## config.mk

```make
export PLATFORM = sky130hd
export DESIGN_NAME = irq_plic
export DESIGN_NICKNAME = d
export VERILOG_FILES = /design/src/rtl/plic_pkg.sv /design/src/rtl/plic_gateway.sv /design/src/rtl/irq_plic.sv
export SDC_FILE = /design/constraint.sdc
export NUM_CORES = 1
export LEC_CHECK = 0
export CORE_ASPECT_RATIO = 1.2
export CORE_MARGIN = 2
export CORE_UTILIZATION = 51
export CTS_CLUSTER_DIAMETER = 30
export DETAILED_ROUTE_END_ITERATION = 8
export GPL_ROUTABILITY_DRIVEN = 0
export HOLD_SLACK_MARGIN = 0.1
export PLACE_DENSITY_LB_ADDON = 0.15
export SKIP_CTS_REPAIR_TIMING = 1
export SYNTH_ARGS = -nofsm -noshare
export SYNTH_HDL_FRONTEND = slang
export SYNTH_SLANG_ARGS = --single-unit
```

## constraint.sdc

```tcl
create_clock -name clk -period 17.6 [get_ports clk]
set_clock_uncertainty 0.05 [all_clocks]
set_input_delay 3.52 -clock clk [delete_from_list [all_inputs] [get_ports clk]]
set_output_delay 3.52 -clock clk [all_outputs]
set_load 0.03 [all_outputs]
```

## src/rtl/plic_pkg.sv

```systemverilog
// Shared definitions for the platform-level interrupt controller:
// register offsets, gateway state encoding and default sizing.
package plic_pkg;

    localparam int NSRC_DEFAULT   = 8;
    localparam int PRIO_W_DEFAULT = 3;

    // Byte offsets within the 4 KiB PLIC window
    localparam logic [11:0] ADDR_PRIO_BASE = 12'h000;
    localparam logic [11:0] ADDR_PENDING   = 12'h080;
    localparam logic [11:0] ADDR_ENABLE    = 12'h100;
    localparam logic [11:0] ADDR_THRESHOLD = 12'h200;
    localparam logic [11:0] ADDR_CLAIM     = 12'h204;

    typedef enum logic [1:0] {
        GW_IDLE     = 2'd0,
        GW_PENDING  = 2'd1,
        GW_INFLIGHT = 2'd2
    } gw_state_e;

    // Word index of a byte offset (low two address bits are ignored)
    function automatic logic [9:0] word_of(input logic [11:0] addr);
        return addr[11:2];
    endfunction

endpackage

```

## src/rtl/plic_gateway.sv

```systemverilog
// Per-source interrupt gateway: latches a level request, holds it until
// claimed, then blocks the source until the handler writes completion.
module plic_gateway
    import plic_pkg::*;
(
    input  logic clk,
    input  logic rst,
    input  logic src,
    input  logic claim,
    input  logic complete,
    output logic pending
);

    gw_state_e state;

    // Gateway state machine; the source level is only sampled while idle
    always_ff @(posedge clk) begin
        if (rst) begin
            state <= GW_IDLE;
        end else begin
            case (state)
                GW_IDLE:     if (src)      state <= GW_PENDING;
                GW_PENDING:  if (claim)    state <= GW_INFLIGHT;
                GW_INFLIGHT: if (complete) state <= GW_IDLE;
                default:                   state <= GW_IDLE;
            endcase
        end
    end

    assign pending = (state == GW_PENDING);

endmodule

```

## src/rtl/irq_plic.sv

```systemverilog
// Platform-level interrupt controller: per-source priority, enable bitmap,
// threshold, claim/complete handshake and a registered core interrupt line.
module irq_plic
    import plic_pkg::*;
#(
    parameter int NSRC   = NSRC_DEFAULT,
    parameter int PRIO_W = PRIO_W_DEFAULT
) (
    input  logic              clk,
    input  logic              rst,
    input  logic [NSRC-1:0]   irq_src,
    input  logic              bus_req,
    input  logic              bus_we,
    input  logic [11:0]       bus_addr,
    input  logic [31:0]       bus_wdata,
    output logic [31:0]       bus_rdata,
    output logic              bus_rvalid,
    output logic              irq_ext
);

    localparam int ID_W = $clog2(NSRC + 1);

    logic [PRIO_W-1:0] prio [1:NSRC];
    logic [NSRC:1]     enable;
    logic [PRIO_W-1:0] threshold;

    logic [NSRC:1]     pending;
    logic [NSRC:1]     eligible;
    logic [NSRC:1]     claim_vec;
    logic [NSRC:1]     complete_vec;
    logic [ID_W-1:0]   winner_id;
    logic [PRIO_W-1:0] best_prio;
    logic [31:0]       rdata_next;

    logic       rd_en;
    logic       wr_en;
    logic [9:0] word;
    logic       hit_claim;
    logic       unused_addr_lsb;

    assign rd_en           = bus_req & ~bus_we;
    assign wr_en           = bus_req & bus_we;
    assign word            = word_of(bus_addr);
    assign hit_claim       = (word == word_of(ADDR_CLAIM));
    assign unused_addr_lsb = ^bus_addr[1:0];

    // One gateway per source ID; IDs start at 1, ID 0 means "none"
    for (genvar g = 1; g <= NSRC; g++) begin : g_gw
        plic_gateway u_gw (
            .clk      (clk),
            .rst      (rst),
            .src      (irq_src[g-1]),
            .claim    (claim_vec[g]),
            .complete (complete_vec[g]),
            .pending  (pending[g])
        );
    end

    // Sources that could currently be delivered to the core
    always_comb begin
        eligible = '0;
        for (int unsigned i = 1; i <= NSRC; i++) begin
            eligible[i] = pending[i] && enable[i] && (prio[i] > threshold);
        end
    end

    // Winner: highest priority among eligible sources, lowest ID on ties
    always_comb begin
        winner_id = '0;
        best_prio = '0;
        for (int unsigned i = 1; i <= NSRC; i++) begin
            if (eligible[i] && ((winner_id == '0) || (prio[i] > best_prio))) begin
                winner_id = ID_W'(i);
                best_prio = prio[i];
            end
        end
    end

    // Claim and complete strobes decoded to one-hot per source
    always_comb begin
        claim_vec    = '0;
        complete_vec = '0;
        for (int unsigned i = 1; i <= NSRC; i++) begin
            claim_vec[i]    = rd_en && hit_claim && (winner_id == ID_W'(i));
            complete_vec[i] = wr_en && hit_claim && (bus_wdata == 32'(i));
        end
    end

    // Configuration register writes
    always_ff @(posedge clk) begin
        if (rst) begin
            for (int unsigned i = 1; i <= NSRC; i++) begin
                prio[i] <= '0;
            end
            enable    <= '0;
            threshold <= '0;
        end else if (wr_en) begin
            for (int unsigned i = 1; i <= NSRC; i++) begin
                if (word == 10'(i)) begin
                    prio[i] <= bus_wdata[PRIO_W-1:0];
                end
            end
            if (word == word_of(ADDR_ENABLE)) begin
                enable <= bus_wdata[NSRC:1];
            end
            if (word == word_of(ADDR_THRESHOLD)) begin
                threshold <= bus_wdata[PRIO_W-1:0];
            end
        end
    end

    // Read data multiplexer; unmapped offsets read as zero
    always_comb begin
        rdata_next = '0;
        for (int unsigned i = 1; i <= NSRC; i++) begin
            if (word == 10'(i)) begin
                rdata_next[PRIO_W-1:0] = prio[i];
            end
        end
        if (word == word_of(ADDR_PENDING)) begin
            rdata_next[NSRC:1] = pending;
        end
        if (word == word_of(ADDR_ENABLE)) begin
            rdata_next[NSRC:1] = enable;
        end
        if (word == word_of(ADDR_THRESHOLD)) begin
            rdata_next[PRIO_W-1:0] = threshold;
        end
        if (hit_claim) begin
            rdata_next[ID_W-1:0] = winner_id;
        end
    end

    // Registered bus response and core interrupt; the source being claimed
    // this cycle is excluded so irq_ext drops together with the claim
    always_ff @(posedge clk) begin
        if (rst) begin
            bus_rvalid <= 1'b0;
            bus_rdata  <= '0;
            irq_ext    <= 1'b0;
        end else begin
            bus_rvalid <= rd_en;
            if (rd_en) begin
                bus_rdata <= rdata_next;
            end
            irq_ext <= |(eligible & ~claim_vec);
        end
    end

endmodule

```

# Yosys cells after proc, flatten, opt, wreduce, memory -nomap -nowiden
# Memories as Yosys holds them, arrays and structs flattened.
# Index checks and enable logic that the tools add are counted.
# classes
n_lt_le_gt_ge	15
n_eq_ne	68
mux	101
bitwise_logic	13
reduce_logical	74
# ops
operator	count
equality test 32 x 3 -> 1 bit (second input constant)	4
2-to-1 mux 3 bit	24
equality test 32 x 2 -> 1 bit (second input constant)	2
2-to-1 mux 2 bit	24
one-hot mux 2 bit (3 select lines)	8
greater-than comparator 3 bit	15
logical AND 1 bit	41
equality test 10 x 3 -> 1 bit (second input constant)	4
2-to-1 mux 1 bit	35
equality test 32 x 1 -> 1 bit (second input constant)	1
equality test 32 x 4 -> 1 bit (second input constant)	1
2-to-1 mux 4 bit	8
!= test 2 x 1 -> 1 bit (second input constant)	16
zero test 4 bit	7
AND reduction 3 bit	8
equality test 10 x 2 -> 1 bit (second input constant)	2
equality test 10 x 8 -> 1 bit (second input constant)	2
equality test 2 x 1 -> 1 bit (second input constant)	8
equality test 2 bit (second input constant)	8
equality test 4 x 3 -> 1 bit (second input constant)	4
zero test 2 bit	8
2-to-1 mux 8 bit	2
!= test 2 bit (second input constant)	8
equality test 10 x 1 -> 1 bit (second input constant)	1
other kinds (14)	30
# word_totals
ff_bits	38
ram_bits	24
inputBits	56
output_inout_bits	34
word_cells	285
memories	1
# memory_table
memory	words	word_bits	rd	rd_ports_with_merged_regs	wr	line	rtl
prio	8	3	8	0	8	irq_plic.sv:23	logic [PRIO_W-1:0] prio [1:NSRC];

# Logic depth before layout (Yosys ltp)
# Gate-level depths: netlist (run 1).
# depth
depth_word	37
depth_mapped	57
depth_no_buf	55

# Hierarchy
# From an unflattened synthesis (run 1), not the netlist that was laid out.
# unflattened
hier_cells	555
hier_area_um2	4778.3
# modules_own_cells
mod	instances	cells_each	area_per_inst_um2	seq_area_each_um2
irq_plic	1	483	4077.7	1161.1
plic_gateway	8	9	87.6	40.0

# Least setup slack after synthesis (run 1)
# No wires, ideal clock.
# synth_timing
path_kind	reg-to-reg
from	register threshold[2]
to	register irq_ext
setup_ps	130
arrival_time_ps	10358
required_ps	17420
slack_ps	7061
stages_incl_launch_ff	55
n_path_buf	1
period_less_slack_ps	10539
cell_sequence	dfxtp_1 inv_1 ha_1 nand2_1 o21ai_1 and2_1 nand2_1 ha_1 nand3_1 o21ai_0 o211ai_1 nand3_1 and2_1 ha_1 nor2b_1 o21a_1 o21ai_0 a21o_1 [... 19 more ...] o21ai_2 buf_6 mux2i_1 ha_1 nor2b_1 o21ai_0 a32o_1 a21oi_1 mux2_2 ha_1 nor2b_1 o21a_1 o21ai_0 o21ai_1 nor3b_1 o2111ai_1 a221oi_1 a31oi_1
# synth_via
elab_chain_cells	36
word_cells_on_any_way	78
cone_classes	15 x order compare; 8 x eq/ne; 15 x mux; 2 x bitwise; 38 x reduce/logical
# synth_rtl
element	line	rtl
from (decl)	irq_plic.sv:25	logic [PRIO_W-1:0] threshold;
from (signal assigned)	irq_plic.sv:107	threshold <= bus_wdata[PRIO_W-1:0];
greater-than comparator 3 bit	irq_plic.sv:63	eligible[i] = pending[i] && enable[i] && (prio[i] > threshold);
logical AND 1 bit	irq_plic.sv:63	
2-to-1 mux 3 bit / 2-to-1 mux 1 bit (equally long branches)	irq_plic.sv:72	if (eligible[i] && ((winner_id == '0) || (prio[i] > best_prio))) begin
greater-than comparator 3 bit / zero test 4 bit (equally long branches)	irq_plic.sv:72	
logical OR 1 bit	irq_plic.sv:72	
logical AND 1 bit	irq_plic.sv:72	
2-to-1 mux 3 bit / 2-to-1 mux 4 bit (equally long branches)	irq_plic.sv:72	
greater-than comparator 3 bit / zero test 4 bit (equally long branches)	irq_plic.sv:72	
[... 20 more ...]	n/a	
logical OR 1 bit	irq_plic.sv:72	
logical AND 1 bit	irq_plic.sv:72	
2-to-1 mux 4 bit	irq_plic.sv:72	
equality test 4 x 1 -> 1 bit, or another cell as far along	irq_plic.sv:84	claim_vec[i] = rd_en && hit_claim && (winner_id == ID_W'(i));
logical AND 1 bit	irq_plic.sv:84	
inverter 8 bit	irq_plic.sv:146	irq_ext <= |(eligible & ~claim_vec);
AND 8 bit *	irq_plic.sv:146	
OR reduction 8 bit *	irq_plic.sv:146	
to (signal assigned)	irq_plic.sv:146	
to (decl)	irq_plic.sv:18	output logic irq_ext
# Every way passes the cells marked *; elsewhere a longest branch is shown, timed or not.
# A chain may end at the register's enable or synchronous reset.

# Worst setup path after layout (run 1)
# Ends and elaborated chain as after synthesis.

==> reports/qor.csv, run 1 <==
stage,metric,value,unit
status,status,"complete, no violations",
power,p_int,254,µW
final_layout,area_growth,17.9,%
clock_network,cts_sinks,62,
die,die_w,93.0,µm
clock_network,cts_buffer_depth,2,
yosys,syn_inst,571,
worst_hold_path,hold_path_class,reg -> reg,
critical_path,critPathMaxFanout,11,
power,pwr-share-comb,15.3,%
timing,maxSlewViolCount,0,
yosys,async_flop_share,0,%
final_layout,final_cell_mix,"nor2_1 (77), clkdlybuf4s50_1 (64), ha_1 (43), dfxtp_1 (38), nand2_1 (36)",
timing,max_freq,0.0767,GHz
power,switching_share,26.5,%
routing,vias_per_cell,6.11,
grt,grtUsageTotal,27.0,%
timing,final.min_clock_period,13.03,ns
critical_path,crit_path_end_kind,register,
critical_path,cp.arrival,13.20,ns
yosys,mappedNetlistArea,4850,µm²
placed_design,hpwl,10600,µm
die,die_h,111,µm
timing,relSlewSlack,26.1,%
timing,setup_viol,0,
placed_design,numPortBuffers,64,
power,power_frac_clock,38.5,%
grt,grt_pass1_wl,22200,µm
die,initial_utilization,53.1,%
power,power.switching,91.4,µW
final_layout,n_antenna_cell,0,
yosys,synthTopCellsByArea,"dfxtp_1 (16%), edfxtp_1 (15%), ha_1 (11%)",
grt,antenna_found_initial,0,
power,vdd_drop_max,0.0842,mV
timing,rsz0062_at_grt,no,
grt,grt_max_degree,49,
die,ioPinCount,90,
critical_path,crit_required,17.77,ns
critical_path,critPathMostFrequentCell,ha_1,
die,die_area,10300,µm²
routing,num_vias,4634,
yosys,synth.avg_cell_area,8.49,µm²
yosys,synth_top_area_share,15.7,%
yosys,ys_seq_area_share,30.6,%
power,pwr-share-seq,46.2,%
clock_network,clkLatencyLatePin,0.35,ns
yosys,yosysWarnings,0,
yosys,synth_top_area_cell,dfxtp_1,
routing,wl,13500,µm
die,core-area,9130,µm²
yosys,synth_cell_types,67,
clock_network,h-tree-depth,3,
yosys,synth-edff-count,24,
clock_network,root_buffer,clkbuf_8,
routing,first_pass_iters,5,
power,power.total,345,µW
final_layout,final_common_cell,nor2_1,
clock_network,cts_tree,yes,
routing,drc,0,
yosys,synth-seq-cells,62,
clock_network,numCtsBuffers,9,
grt,grt-ovfl-total,0,
timing,hold_viol,0,
timing,tightest_slew,1.10,ns
timing,setup_tns,0,ns
critical_path,crit_path_start_kind,register,
routing,first_iter_violations,437,
critical_path,cpMaxStageDelayCell,o21ai_2,
yosys,synth_ff_type,dfxtp_1,
critical_path,crit_type,reg -> reg,
final_layout,drive_above_1_share,6.26,%
routing,ant_nets,0,
power,leakage,2.18,nW
timing,finalCritPeriodShare,74.0,%
job,cap_violations,0,
final_layout,n_fill_cell,836,
clock_network,clk_pin_slew_worst_paths,0.07,ns
power,cellPowerDensity,60.4,nW/µm²
routing,post_drt_wl_per_cell,17.8,µm
die,row_count,38,
critical_path,cpPeakStageDelay,0.47,ns
final_layout,fin_nets,733,
grt,grt_pass1_vias,4530,
[synthesized netlist by cell type, types with 13 or more instances]
cell	number
a21oi_1	33
nor2b_1	18
nand3_1	27
nor2_1	77
nand2_1	36
inv_1	21
buf_4	23
mux2i_1	15
ha_1	43
o21ai_0	26
dfxtp_1	38
nand3b_1	13
edfxtp_1	24
[critical path, delay by kind of cell (launching register included)]
| kind | cells | cell delay (ns) |
|---|---|---|
| compound gates | 24 | 6.32 |
| simple gates | 16 | 2.25 |
| fa+ha+maj | 8 | 2.18 |
| mux | 4 | 1.54 |
| flops | 1 | 0.36 |
| buf+inv | 1 | 0.19 |
[metal layers]
layer / vias up / part of all wire (%) / global-route usage, %
li1: 2232 / - / -
met1: 2146 / 39 / 33.6
met2: 223 / 49 / 44.8
met3: 33 / 8.2 / 5.64
met4: 0 / 3.6 / 12.1
met5: - / 0 / 0
[layout make-up]
type	instances	area (µm²)	area share, %
timing repair buffer	67	663	11.6
clock inverter	3	42.5	0.745
clock buffer	13	169	2.96
tap	120	150	2.63
multi-input combinational	473	3130	54.7
inverter	21	78.8	1.38
sequential	62	1480	25.9
[power by group through the flow]
stage | combinational (mW) | clock, mW | sequential, mW
floorplan | 0.0328 | 0 | 0.162
global placement | 0.0504 | 0 | 0.162
global route | 0.0580 | 0.141 | 0.160
detailed placement | 0.0520 | 0 | 0.162
CTS | 0.0522 | 0.135 | 0.159
finish | 0.0528 | 0.133 | 0.159
[registers in the layout, summed over array words and instances, names as in the netlist]
register         count
prio                24
g_gw.u_gw.state     16
bus_rdata            9
enable               8
threshold            3
bus_rvalid           1
irq_ext              1
[path summary, 6_finish.rpt]
kind | cells after the start | slack (ns) | start | to
hold reg to reg | 1 | 0.41 | g_gw[2].u_gw.state[1]$_SDFFE_PP0P_ | g_gw[2].u_gw.state[0]$_SDFFE_PP0P_
setup reg to reg | 53 | 4.57 | threshold[2]$_SDFFE_PP0P_ | irq_ext$_SDFF_PP0_
setup / recovery | 53 | 4.57 | threshold[2]$_SDFFE_PP0P_ | irq_ext$_SDFF_PP0_
hold / removal | 1 | 0.41 | g_gw[2].u_gw.state[1]$_SDFFE_PP0P_ | g_gw[2].u_gw.state[0]$_SDFFE_PP0P_
[stage by stage]
step | hold slack [ns] | cells | util, % | area [µm²] | setup slack (ns)
finish | 0.407 | 759 | 62.6 | 5710 | 4.57
global route | 0.424 | 759 | 62.6 | 5710 | 3.53
CTS | 0.410 | 759 | 62.6 | 5710 | 4.92
detailed placement | 0.396 | 743 | 60.3 | 5500 | 4.98
global placement | 0.384 | 743 | 60.3 | 5500 | 5.17
floorplan | 0.372 | 593 | - | 4930 | 7.06
[cells by family (layout without fill, tap and decap cells)]
family | count (synthesis) | after routing | share of synthesized area [%]
flip-flops | 62 | 62 | 30.6
adder cells (fa/ha/maj) | 43 | 43 | 11.1
buffers and inverters | 58 | 104 | 6.61
AND/OR/NAND/NOR | 238 | 238 | 25.6
AO/OA/AOI/OAI | 145 | 145 | 20.8
multiplexers | 24 | 24 | 5.19
other | 1 | 23 | 0.0774
No activity file was read; power rests on OpenSTA's default activity.
==> run 2, diff against run 1 <==
==> constraint.sdc (replaced) <==
create_clock -name clk -period 13.13 [get_ports clk]
set_clock_uncertainty 0.05 [all_clocks]
set_input_delay 2.626 -clock clk [delete_from_list [all_inputs] [get_ports clk]]
set_output_delay 2.626 -clock clk [all_outputs]
set_load 0.03 [all_outputs]
==> run 2 against run 1 <==
  * Sequential power up 35%
  * Final area up 1.0%
  * First-iteration DRC count down 2.1%
  * Critical endpoint unchanged
  * Critical path depth unchanged
  * Fmax up 6.4%
  * Utilization up 0.64 points
  * Sequential share of layout area down 0.26 points
  * Critical path type unchanged
  * Largest power group unchanged
  * Largest cell class unchanged
  * Clock power up 43%
  * Register-to-register slack worse by 3.7 ns
  * Flip-flop and latch count unchanged
  * Final cell count up 0.66%
  * Non-clock buffer count up 5
==> reports/qor.csv, run 2 (synthesis gave the netlist of run 1 again) <==
stage,metric,value,unit,change
routing,vias_per_cell,6.22,,+1.9%
routing,post_drt_wl_per_cell,18.2,µm,+1.9%
clock_network,root_buffer,clkbuf_8,,
clock_network,cts_tree,yes,,
placed_design,numPortBuffers,64,,unchanged
critical_path,crit_path_end_kind,register,,
critical_path,crit_type,reg -> reg,,
final_layout,n_fill_cell,785,,-6.1%
routing,drc,0,,unchanged
critical_path,cpPeakStageDelay,0.40,ns,-0.07 ns
die,die_area,10300,µm²,unchanged
timing,hold_viol,0,,unchanged
final_layout,reg.largest.list,"prio x24, g_gw.u_gw.state x16, bus_rdata x9",,
clock_network,clkLatencyLatePin,0.36,ns,about the same
critical_path,crit_path_start_kind,register,,
critical_path,cp.arrival,12.42,ns,-0.78 ns
worst_hold_path,min-delay-start,bus_rdata[3]$_SDFFE_PP0P_,,
placed_design,hpwl,10900,µm,+3.0%
job,cap_violations,0,,unchanged
timing,relSlewSlack,30.4,%,+4.3 points
final_layout,final_cell_mix,"nor2_1 (77), clkdlybuf4s50_1 (64), ha_1 (43), dfxtp_1 (38), nand2_1 (36)",,
timing,maxSlewViolCount,0,,unchanged
final_layout,ff_latch_area,1480,µm²,unchanged
routing,ant_nets,0,,unchanged
worst_hold_path,hold_path_class,reg -> reg,,
timing,tightest_slew,1.03,ns,-0.0643 ns
clock_network,numCtsBuffers,9,,unchanged
critical_path,r2r_start,threshold[1]$_SDFFE_PP0P_,,
final_layout,fin_nets,738,,+0.68%
grt,grt_max_degree,49,,unchanged
clock_network,h-tree-depth,3,,unchanged
clock_network,cts_buffer_depth,2,,unchanged
critical_path,crit_required,13.30,ns,-4.47 ns
worst_hold_path,whs_endpoint,bus_rdata[3]$_SDFFE_PP0P_,,
timing,holdWs,0.414,ns,+0.00636 ns
final_layout,multi_input_area,3140,µm²,+0.36%
power,vdd_drop_max,0.100,mV,+19%
die,core-area,9130,µm²,unchanged
timing,setup_ws,0.882,ns,-3.69 ns
final_layout,final_common_cell,nor2_1,,
die,die_h,111,µm,unchanged
routing,wl,13900,µm,+2.5%
grt,grt_pass1_vias,4435,,-2.1%
critical_path,critPathMaxFanout,9,,-2
clock_network,clk_pin_slew_worst_paths,0.08,ns,about the same
final_layout,area_growth,19.1,%,
timing,max_freq,0.0816,GHz,+6.4%
die,die_w,93.0,µm,unchanged
timing,setup_tns,0,ns,unchanged
placed_design,place_ws,0.422,ns,-4.56 ns
grt,grtUsageTotal,27.2,%,+0.17 points
critical_path,cpMaxStageDelayCell,mux2_2,,
final_layout,n_antenna_cell,0,,unchanged
die,initial_utilization,53.1,%,unchanged
final_layout,instances_no_fill,764,,+0.66%
power,cellPowerDensity,82.3,nW/µm²,+36%
timing,finalCritPeriodShare,93.3,%,+19 points
final_layout,drive_above_1_share,7.14,%,+0.88 points
clock_network,cts_sinks,62,,unchanged
routing,num_vias,4751,,+2.5%
routing,first_pass_iters,5,,unchanged
die,row_count,38,,unchanged
status,status,"complete, no violations",,
timing,setup_viol,0,,unchanged
worst_hold_path,hold_path_depth,2,,+1
grt,grt-ovfl-total,0,,unchanged
critical_path,critPathMostFrequentCell,ha_1,,
critical_path,reg2regPathDepth,53,,unchanged
critical_path,ff2ff_setup_slack,0.88,ns,-3.69 ns
timing,final.min_clock_period,12.25,ns,-0.782 ns
grt,grt_pass1_wl,22000,µm,-0.87%
critical_path,r2r_end,irq_ext$_SDFF_PP0_,,
final_layout,max_flop_register,prio,,
final_layout,post-route-util,63.2,%,+0.64 points
die,ioPinCount,90,,unchanged
grt,antenna_found_initial,0,,unchanged
power,leakage,2.21,nW,+1.6%
routing,first_iter_violations,428,,-2.1%
final_layout,largest_reg_flops,24,,unchanged
placed_design,place_inst,745,,+0.27%
[run 2: how the worst max path moves through the flow]
| stage | startpoint | end | slack, ns | depth (start not counted) |
|---|---|---|---|---|
| final | threshold[1]$_SDFFE_PP0P_ | irq_ext$_SDFF_PP0_ | 0.88 | 53 |
| after detailed placement | threshold[1]$_SDFFE_PP0P_ | irq_ext$_SDFF_PP0_ | 0.42 | 53 |
| after global routing | threshold[1]$_SDFFE_PP0P_ | irq_ext$_SDFF_PP0_ | -0.04 | 53 |
| after CTS | threshold[1]$_SDFFE_PP0P_ | irq_ext$_SDFF_PP0_ | 0.40 | 53 |
| after floorplan | threshold[2]$_SDFFE_PP0P_ | irq_ext$_SDFF_PP0_ | 2.59 | 54 |
| after global placement | threshold[1]$_SDFFE_PP0P_ | irq_ext$_SDFF_PP0_ | 0.80 | 53 |
[run 2: stage by stage]
stage	cell area (µm²)	power, mW
global placement	5520	0.285
finish	5770	0.475
CTS	5740	0.477
global route	5770	0.492
floorplan	4930	0.261
detailed placement	5520	0.288
[run 2: final cells by class]
class                   instances  area share [%]
clock buffers                  10            2.39
clock inverters                 6            1.45
inverters                      21            1.37
multi-input cells             473            54.4
flip-flops and latches         62            25.7
well taps                     120            2.60
repair buffers                 72            12.1
[run 2: power breakdown]
group	leakage (nW)	internal, mW	switching (mW)
combinational	1.56	0.0307	0.0402
clock	0.114	0.111	0.0787
sequential	0.538	0.206	0.00742
[run 2: worst max-delay path, delay by kind of cell (launching register included)]
family	cells	cell delay [ns]
AO/OA/AOI/OAI	23	5.33
AND/OR/NAND/NOR	17	2.39
adder cells (fa/ha/maj)	8	2.17
flip-flops	1	0.33
buffers and inverters	1	0.29
multiplexers	4	1.51
[run 2: routing by layer]
layer	vias up	global-route usage, %	part of all wire, %
li1	2238	-	-
met1	2226	33.4	40
met2	232	44.8	48
met3	55	5.10	7.6
met4	0	14.3	4.8
met5	-	0	0
==> run 3, diff against run 2 <==
--- a/config.mk
+++ b/config.mk
@@ -9,6 +9,7 @@
 export CORE_MARGIN = 2
 export CORE_UTILIZATION = 51
 export CTS_CLUSTER_DIAMETER = 30
+export CTS_CLUSTER_SIZE = 28
 export DETAILED_ROUTE_END_ITERATION = 8
 export GPL_ROUTABILITY_DRIVEN = 0
 export HOLD_SLACK_MARGIN = 0.1
==> results of run 3 <==
The final DEF is identical to that of run 2; final timing and power are the same.
